### src/rtl/wb_pkg.sv
// Shared types for the register-file writeback front end.
// Entry layout is {rd, data}; source IDs select the round-robin favourite.
package wb_pkg;
   localparam int REG_ADDR_W = 5;
   localparam int XLEN       = 32;

   typedef struct packed {
      logic [REG_ADDR_W-1:0] rd;
      logic [XLEN-1:0]       data;
   } wb_entry_t;

   typedef enum logic {WB_SRC_ALU = 1'b0, WB_SRC_MEM = 1'b1} wb_src_t;
endpackage

### src/rtl/wb_fifo.sv
// Circular buffer of writeback entries with an age-ordered view (index 0 = oldest).
// Data view port exists only when WB_FORWARD_EN is defined.
module wb_fifo
   import wb_pkg::*;
#(
   parameter int DEPTH = 4
) (
   input  logic                                 clk,
   input  logic                                 rst,
   input  logic                                 push,
   input  wb_entry_t                            push_ent,
   input  logic                                 pop,
   output logic                                 full,
   output logic                                 empty,
   output wb_entry_t                            head,
   output logic [DEPTH-1:0]                     view_vld,
`ifdef WB_FORWARD_EN
   output logic [DEPTH-1:0][XLEN-1:0]           view_data,
`endif
   output logic [DEPTH-1:0][REG_ADDR_W-1:0]     view_rd
);
   localparam int PW = $clog2(DEPTH);
   localparam int CW = PW + 1;

   wb_entry_t         mem [DEPTH];
   logic [PW-1:0]     wr_ptr;
   logic [PW-1:0]     rd_ptr;
   logic [CW-1:0]     count;
   logic              do_push;
   logic              do_pop;

   assign full    = (count == CW'(DEPTH));
   assign empty   = (count == '0);
   assign do_push = push & ~full;
   assign do_pop  = pop & ~empty;
   assign head    = empty ? '0 : mem[rd_ptr];

   always_ff @(posedge clk) begin
      if (rst) begin
         wr_ptr <= '0;
         rd_ptr <= '0;
         count  <= '0;
      end else begin
         if (do_push) wr_ptr <= wr_ptr + PW'(1);
         if (do_pop)  rd_ptr <= rd_ptr + PW'(1);
         if (do_push && !do_pop)      count <= count + CW'(1);
         else if (!do_push && do_pop) count <= count - CW'(1);
      end
   end

   always_ff @(posedge clk) begin
      if (do_push) mem[wr_ptr] <= push_ent;
   end

   // Rotate storage so the query logic sees entries oldest-first.
   always_comb begin
      view_vld = '0;
      view_rd  = '0;
`ifdef WB_FORWARD_EN
      view_data = '0;
`endif
      for (int i = 0; i < DEPTH; i++) begin
         view_vld[i] = (CW'(i) < count);
         view_rd[i]  = mem[rd_ptr + PW'(i)].rd;
`ifdef WB_FORWARD_EN
         view_data[i] = mem[rd_ptr + PW'(i)].data;
`endif
      end
   end
endmodule

### src/rtl/regfile_writeback.sv
// Register-file write front end: round-robin ALU/load arbitration, FIFO drain, hazard query.
// Define WB_FORWARD_EN to return the youngest buffered data for each query address.
module regfile_writeback
   import wb_pkg::*;
#(
   parameter int DEPTH = 4
) (
   input  logic                  clk,
   input  logic                  rst,
   input  logic                  alu_valid,
   output logic                  alu_ready,
   input  logic [REG_ADDR_W-1:0] alu_rd,
   input  logic [XLEN-1:0]       alu_data,
   input  logic                  mem_valid,
   output logic                  mem_ready,
   input  logic [REG_ADDR_W-1:0] mem_rd,
   input  logic [XLEN-1:0]       mem_data,
   input  logic                  hold,
   output logic                  wr_ena,
   output logic [REG_ADDR_W-1:0] wr_addr,
   output logic [XLEN-1:0]       wr_data,
   input  logic [REG_ADDR_W-1:0] q_addr0,
   input  logic [REG_ADDR_W-1:0] q_addr1,
   output logic                  q_pending0,
   output logic                  q_pending1,
   output logic [XLEN-1:0]       q_data0,
   output logic [XLEN-1:0]       q_data1
);
   wb_src_t                           rr_ptr;
   logic                              full;
   logic                              empty;
   logic                              grant_alu;
   logic                              grant_mem;
   logic                              accept;
   logic                              push;
   wb_entry_t                         acc_ent;
   wb_entry_t                         head;
   logic [DEPTH-1:0]                  view_vld;
   logic [DEPTH-1:0][REG_ADDR_W-1:0]  view_rd;
`ifdef WB_FORWARD_EN
   logic [DEPTH-1:0][XLEN-1:0]        view_data;
`endif

   assign grant_alu = alu_valid & (~mem_valid | (rr_ptr == WB_SRC_ALU));
   assign grant_mem = mem_valid & (~alu_valid | (rr_ptr == WB_SRC_MEM));
   assign alu_ready = grant_alu & ~full & ~rst;
   assign mem_ready = grant_mem & ~full & ~rst;
   assign accept    = (alu_valid & alu_ready) | (mem_valid & mem_ready);

   always_comb begin
      acc_ent.rd   = grant_alu ? alu_rd : mem_rd;
      acc_ent.data = grant_alu ? alu_data : mem_data;
   end

   // x0 requests complete the handshake but never occupy a slot.
   assign push = accept & (acc_ent.rd != '0);

   always_ff @(posedge clk) begin
      if (rst) begin
         rr_ptr <= WB_SRC_ALU;
      end else if (accept && alu_valid && mem_valid) begin
         rr_ptr <= (rr_ptr == WB_SRC_ALU) ? WB_SRC_MEM : WB_SRC_ALU;
      end
   end

   assign wr_ena  = ~empty & ~hold & ~rst;
   assign wr_addr = head.rd;
   assign wr_data = head.data;

   wb_fifo #(.DEPTH(DEPTH)) u_fifo (
      .clk       (clk),
      .rst       (rst),
      .push      (push),
      .push_ent  (acc_ent),
      .pop       (wr_ena),
      .full      (full),
      .empty     (empty),
      .head      (head),
      .view_vld  (view_vld),
`ifdef WB_FORWARD_EN
      .view_data (view_data),
`endif
      .view_rd   (view_rd)
   );

   // Scanning oldest to youngest lets the last match win.
   always_comb begin
      q_pending0 = 1'b0;
      q_pending1 = 1'b0;
      q_data0    = '0;
      q_data1    = '0;
      for (int i = 0; i < DEPTH; i++) begin
         if (view_vld[i] && (q_addr0 != '0) && (view_rd[i] == q_addr0)) begin
            q_pending0 = 1'b1;
`ifdef WB_FORWARD_EN
            q_data0 = view_data[i];
`endif
         end
         if (view_vld[i] && (q_addr1 != '0) && (view_rd[i] == q_addr1)) begin
            q_pending1 = 1'b1;
`ifdef WB_FORWARD_EN
            q_data1 = view_data[i];
`endif
         end
      end
   end
endmodule

### config.mk
export PLATFORM = sky130hd
export DESIGN_NAME = regfile_writeback
export DESIGN_NICKNAME = d
export VERILOG_FILES = /design/src/rtl/wb_pkg.sv /design/src/rtl/wb_fifo.sv /design/src/rtl/regfile_writeback.sv
export SDC_FILE = /design/constraint.sdc
export NUM_CORES = 1
export LEC_CHECK = 0
export ABC_AREA = 0
export ABC_CLOCK_PERIOD_IN_PS = 3450
export BUFFER_PORTS_ARGS = -buffer_cell sky130_fd_sc_hd__buf_2
export CORE_MARGIN = 1
export CORE_UTILIZATION = 35
export DETAILED_ROUTE_END_ITERATION = 8
export PLACE_DENSITY = 0.55
export SYNTH_ARGS = -nofsm -noshare
export SYNTH_HDL_FRONTEND = slang
export SYNTH_SLANG_ARGS = --single-unit
### constraint.sdc
create_clock -name clk -period 3.45 [get_ports clk]
set_clock_uncertainty 0.15 [all_clocks]
set_input_delay 0.69 -clock clk [delete_from_list [all_inputs] [get_ports clk]]
set_output_delay 0.69 -clock clk [all_outputs]
set_load 0.02 [all_outputs]
==> results.json, run 1 <==
{
  "grt_usage": 0.145,
  "dieArea_sq_um": 23800,
  "ir_drop_mv": 0.340,
  "numCtsBuffers": 17,
  "rows": 55,
  "avgSynthCellArea_sq_um": 15.1,
  "crit_end": "q_pending1",
  "ant_nets": 0,
  "setup_viol": 0,
  "wirelength_mm": 16.5,
  "port_buffers": 130,
  "nets": 774,
  "start_util": 0.358,
  "tns_ns": 0,
  "pwr-share-seq": 0.349,
  "crit_fanout": 10,
  "finalPower_mw": 6.99,
  "hold_viol_final": 0,
  "startpoint": "u_fifo.rd_ptr[0]$_SDFFE_PP0P_",
  "critical_path_arrival_ns": 2.53,
  "r2r_slack_ns": 0.72,
  "grt_pass1_vias": 4676,
  "synth-seq-cells": 158,
  "outcome": "finished, final reports clean",
  "r2r-start": "u_fifo.count[0]$_SDFFE_PP0P_",
  "yosysTopAreaCell": "edfxtp_1",
  "cts.sinks": 158,
  "clock_latency_ns": 0.42,
  "p_int_mw": 4.62,
  "r2r_end": "u_fifo.count[2]$_SDFFE_PP0P_",
  "synth.cell_area_sq_um": 8130,
  "p_leak_nw": 3.58,
  "cts-root-buf": "clkbuf_16",
  "dr.first_iter.drc_count": 134,
  "fp.dieH_microns": 154,
  "pwr-share-comb": 0.374,
  "synth.distinct_cells": 43,
  "first_pass_iters": 4,
  "via_per_inst": 4.69,
  "postLayoutCellArea_sq_um": 9750,
  "antenna_found_initial": 0,
  "synth_area_leaders": "edfxtp_1, mux4_2, mux2_2, buf_4, mux2i_1",
  "ctsHoldBuffers": 0,
  "drc_errors": 0,
  "switching_power_mw": 2.37,
  "cts_buffer_depth": 2,
  "r2r_cells": 9,
  "post_cts_buffers": 0,
  "hpwl_mm": 11.7,
  "hp-class": "in2reg",
  "syn_inst": 538,
  "clk_pin_slew_worst_paths_ns": 0.06,
  "path_class": "reg2out",
  "synth_ff_type": "edfxtp_1",
  "drive_gt1_frac": 0.427,
  "die_x_microns": 154,
  "post-place-ws_ns": 0.188,
  "endpoint_kind": "primary output",
  "clkPwrFrac": 0.277,
  "placed_area_sq_um": 9030,
  "yosys-top-cells-count": "edfxtp_1, buf_4, mux2_2",
  "synth-seq-area-share": 0.572,
  "ys_async_sr_fraction": 0,
  "yosys_warnings": 0,
  "p_per_area_nw_per_um2": 717,
  "grt_pass1_wl_mm": 25.9,
  "maxCapViolCount": 0,
  "cp-start-kind": "register",
  "p_sw_frac": 0.339,
  "grt_overflow": 0,
  "fin_crit_sh": 0.977,
  "period_needed_ns": 3.37,
  "holdWs_ns": 0.423,
  "ios": 195,
  "yosys.area.top_type_share": 0.547,
  "avgRoutedWirePerCell_microns": 16.9,
  "synth.most_common_cell": "edfxtp_1",
  "max_freq_mhz": 297,
  "antennaDiodeCount": 0,
  "core_region_area_sq_um": 22700,
  "grt_max_degree": 33,
  "cts_max_level": 4,
  "worst_slack_ns": 0.0802,
  "area_growth_pct": 20.0,
  "gp_congestion": 0.849,
  "finalMaxSlewViolations": 0,
  "crit_required_ns": 2.61,
  "cts_tree": "done",
  "dr_total_vias": 4564,
  "synth_edf_count": 148
}
==> layer usage <==
metal  routed length, microns  part of all wire  GRT usage  vias to the layer above
met1                     7250              0.44      0.181                     2241
met3                      780             0.047     0.0375                       15
li1                         -                 -          -                     2153
met5                        0                 0          0                        -
met2                     8300              0.50      0.249                      155
met4                      174             0.011     0.0396                        0
==> sequential cells by signal (all words and copies together) (netlist names), named ones only <==
signal         cells
rr_ptr             1
u_fifo.wr_ptr      2
u_fifo.count       3
u_fifo.mem       148
u_fifo.rd_ptr      2
==> how the worst min path moves through the flow <==
| stage | slack [ns] | from | to | cells after the start |
|---|---|---|---|---|
| 6_report | 0.42 | rst | u_fifo.rd_ptr[0]$_SDFFE_PP0P_ | 2 |
| 3_3_place_gp | 0.38 | u_fifo.wr_ptr[1]$_SDFFE_PP0P_ | u_fifo.wr_ptr[1]$_SDFFE_PP0P_ | 2 |
| 4_1_cts | 0.41 | rst | u_fifo.rd_ptr[0]$_SDFFE_PP0P_ | 2 |
| 3_5_place_dp | 0.42 | u_fifo.wr_ptr[1]$_SDFFE_PP0P_ | u_fifo.wr_ptr[1]$_SDFFE_PP0P_ | 2 |
| 5_1_grt | 0.44 | rst | u_fifo.count[1]$_SDFFE_PP0P_ | 2 |
| 2_1_floorplan | 0.34 | rr_ptr$_SDFFE_PP0P_ | rr_ptr$_SDFFE_PP0P_ | 2 |
==> final cells by class <==
class | count | area, sq um
timing repair buffer | 152 | 937
multi-input combinational | 340 | 3160
clock buffer | 19 | 433
tap | 285 | 357
fill | 2056 | 13000
inverter | 7 | 26.3
clock inverter | 13 | 189
sequential | 158 | 4650
==> layout by cell type, fill, tap and decap left out, drive strengths merged <==
| cell type | n |
|---|---|
| nand4 | 5 |
| edfxtp | 148 |
| conb | 64 |
| o21ai | 4 |
| or3 | 2 |
| clkbuf | 19 |
| nor2 | 19 |
| nor3 | 6 |
| clkinvlp | 4 |
| mux2 | 52 |
| a21boi | 1 |
| bufinv | 4 |
| nand4b | 1 |
| nand3 | 1 |
| and3 | 1 |
| nand2 | 6 |
| xnor2 | 23 |
| nor4 | 6 |
| or4 | 5 |
| dfxtp | 10 |
| nand2b | 1 |
| inv | 9 |
| a21oi | 9 |
| o21bai | 1 |
| mux4 | 36 |
| mux2i | 24 |
| nor2b | 33 |
| o211ai | 1 |
| a2111oi | 1 |
| o41ai | 1 |
| buf | 152 |
| and2 | 5 |
| clkinv | 3 |
| ha | 9 |
| xor2 | 23 |
==> metrics by stage <==
stage                     utilization  std cells
final                           0.429        974
after global routing            0.429        974
after CTS                       0.425        974
after detailed placement        0.398        942
after global placement          0.398        942
after floorplan                     -        601
==> critical path: stages, from the launching register on <==
cell,delay (ns)
dfxtp_4,0.39
buf_12,0.15
mux2_4,0.33
xor2_2,0.21
nor3_1,0.07
o211ai_1,0.19
nor3_1,0.06
or4_1,0.53
buf_4,0.18
==> power by group through the flow <==
stage	clock network, mW	logic, mW	registers [mW]
global route	2.05	2.86	2.47
global placement	0	2.60	2.47
finish	1.94	2.61	2.44
floorplan	0	1.86	2.41
detailed placement	0	2.60	2.48
CTS	1.98	2.62	2.45
==> cells by family (layout without fill, tap and decap cells) <==
logic type      after synthesis  after routing  share of synthesized area
compound gates               18             18                     0.0134
xor+xnor                     46             46                     0.0514
fa+ha+maj                     9              9                     0.0139
buf+inv                     103            191                     0.0822
flops                       158            158                      0.572
mux                         112            112                      0.204
other cells                   1             64                   0.000462
simple gates                 91             91                     0.0627
==> what timing repair did <==
item / CTS / global route
pin swaps: 0 / 6
setup endpoints to repair: 2 / 2
resized for setup: 5 / 23
endpoints found under the hold margin: 0 / 0
No activity file was read; power rests on OpenSTA's default activity.
==> inputs of run 2 (changes only) <==
CORE_UTILIZATION = 54   (was 35)
PLACE_DENSITY = 0.79   (was 0.55)
==> run 2 against run 1 <==
  * Sequential cell count did not move
  * Clock power fell by 8%
  * Combinational power fell by 2%
  * Largest power group unchanged
==> results.json, run 2 (synthesis gave the netlist of run 1 again) <==
{
  "first_pass_iters": 5,
  "via_per_inst": 5.30,
  "path_class": "reg2out",
  "ant_nets": 0,
  "cts-root-buf": "clkbuf_16",
  "pwr-share-seq": 0.363,
  "gp_congestion": 0.857,
  "holdWs_ns": 0.438,
  "switching_power_mw": 2.35,
  "final_cell_mix": "edfxtp_1, buf_2, conb_1, mux2_2, mux4_2",
  "wirelength_mm": 15.8,
  "maxCapViolCount": 0,
  "hold_viol_final": 0,
  "pwr-share-comb": 0.375,
  "port_buffers": 130,
  "hp-class": "in2reg",
  "crit_slowest_cell": "or4_4",
  "start_util": 0.557,
  "layoutNonFillerInstCount": 871,
  "period_needed_ns": 3.37,
  "grt_pass1_vias": 4666,
  "hpwl_mm": 10.7,
  "dieArea_sq_um": 15500,
  "rows": 44,
  "die_x_microns": 125,
  "clock_latency_ns": 0.41,
  "cts.sinks": 158,
  "crit_fanout": 7,
  "endpoint_kind": "primary output",
  "p_sw_frac": 0.345,
  "antennaDiodeCount": 0,
  "cts_max_level": 4,
  "finalMaxSlewViolations": 0,
  "drive_gt1_frac": 0.426,
  "layout_commonest_cell": "edfxtp_1",
  "p_per_area_nw_per_um2": 714,
  "cts_tree": "done",
  "clk_pin_slew_worst_paths_ns": 0.07,
  "p_int_mw": 4.45,
  "numPlacedInstances": 835,
  "crit_required_ns": 2.61,
  "antenna_found_initial": 0,
  "path_buf_inv": 2,
  "nets": 772,
  "critical_path_arrival_ns": 2.53,
  "slowest_delay_ns": 0.52,
  "cp-start-kind": "register",
  "drc_errors": 0,
  "avgRoutedWirePerCell_microns": 18.2,
  "max_freq_mhz": 297,
  "path_cells": "buf_12, mux2_2, xor2_2, nor3_1, o211ai_1, nor3_1, or4_4, buf_6",
  "grt_pass1_wl_mm": 24.5,
  "top_register": "u_fifo.mem",
  "core_region_area_sq_um": 14600,
  "fp.dieH_microns": 125,
  "reg_top3": "u_fifo.mem (148), u_fifo.count (3)",
  "cts_buffer_depth": 2,
  "ios": 195,
  "grt_overflow": 0,
  "outcome": "finished, final reports clean",
  "critPathTopFamily": "simple AND/OR/NAND/NOR gates",
  "cpMostUsedCell": "nor3_1",
  "grt_usage": 0.209,
  "numCtsBuffers": 17,
  "p_leak_nw": 3.53,
  "ctsHoldBuffers": 0,
  "dr_total_vias": 4614,
  "clkPwrFrac": 0.262,
  "setup_viol": 0,
  "rsz0062_at_grt": "yes",
  "ir_drop_mv": 0.456,
  "grt_max_degree": 41,
  "dr.first_iter.drc_count": 179,
  "fin_crit_sh": 0.975,
  "largest_register_ffs": 148,
  "area_growth_pct": 17.2
}
-- run 2: layout make-up --
cell class	count	area [sq um]
fillers	1032	5060
clock buffers	18	429
clock inverters	14	143
multi-input cells	340	3170
flip-flops and latches	158	4650
inverters	7	26.3
well taps	184	230
repair buffers	150	877
-- run 2: stage by stage --
| stage | cell area [sq um] | setup WS (ns) | setup TNS (ns) | total power [mW] | utilization |
|---|---|---|---|---|---|
| 6_report | 9520 | 0.0848 | 0 | 6.80 | 0.653 |
| 5_1_grt | 9520 | -0.00929 | -0.0122 | 7.11 | 0.653 |
| 4_1_cts | 9380 | 0.0154 | 0 | 6.77 | 0.643 |
| 3_5_place_dp | 8800 | 0.184 | 0 | 4.96 | 0.603 |
| 3_3_place_gp | 8800 | 0.213 | 0 | 4.93 | 0.603 |
| 2_1_floorplan | 8360 | 0.257 | 0 | 4.27 | - |
-- run 2: final timing paths --
check                                              startpoint                             to  slack (ns)  cells after the start
worst min register to register            rr_ptr$_SDFFE_PP0P_            rr_ptr$_SDFFE_PP0P_        0.46                      2
worst min-delay path                                      rst  u_fifo.rd_ptr[0]$_SDFFE_PP0P_        0.44                      2
worst max register to register   u_fifo.count[0]$_SDFFE_PP0P_   u_fifo.count[2]$_SDFFE_PP0P_        0.72                      9
worst max-delay path            u_fifo.rd_ptr[0]$_SDFFE_PP0P_                     q_pending1        0.08                      8
-- run 2: repair_timing --
item	CTS	global route
setup endpoints to repair	2	2
gates cloned	0	1
pin swaps	1	9
setup buffers	0	3
resized for setup	7	19
-- run 2: power by group through the flow --
| stage | registers (mW) | clock network, mW | logic, mW |
|---|---|---|---|
| after CTS | 2.47 | 1.80 | 2.50 |
| after detailed placement | 2.50 | 0 | 2.46 |
| after global routing | 2.49 | 1.88 | 2.74 |
| after floorplan | 2.41 | 0 | 1.86 |
| final | 2.47 | 1.78 | 2.55 |
| after global placement | 2.48 | 0 | 2.44 |
-- run 2: routing by layer --
| layer | track usage | part of all wire |
|---|---|---|
| met3 | 0.0408 | 0.041 |
| met5 | 0 | 0 |
| met2 | 0.366 | 0.53 |
| met4 | 0.0872 | 0.020 |
| met1 | 0.254 | 0.40 |
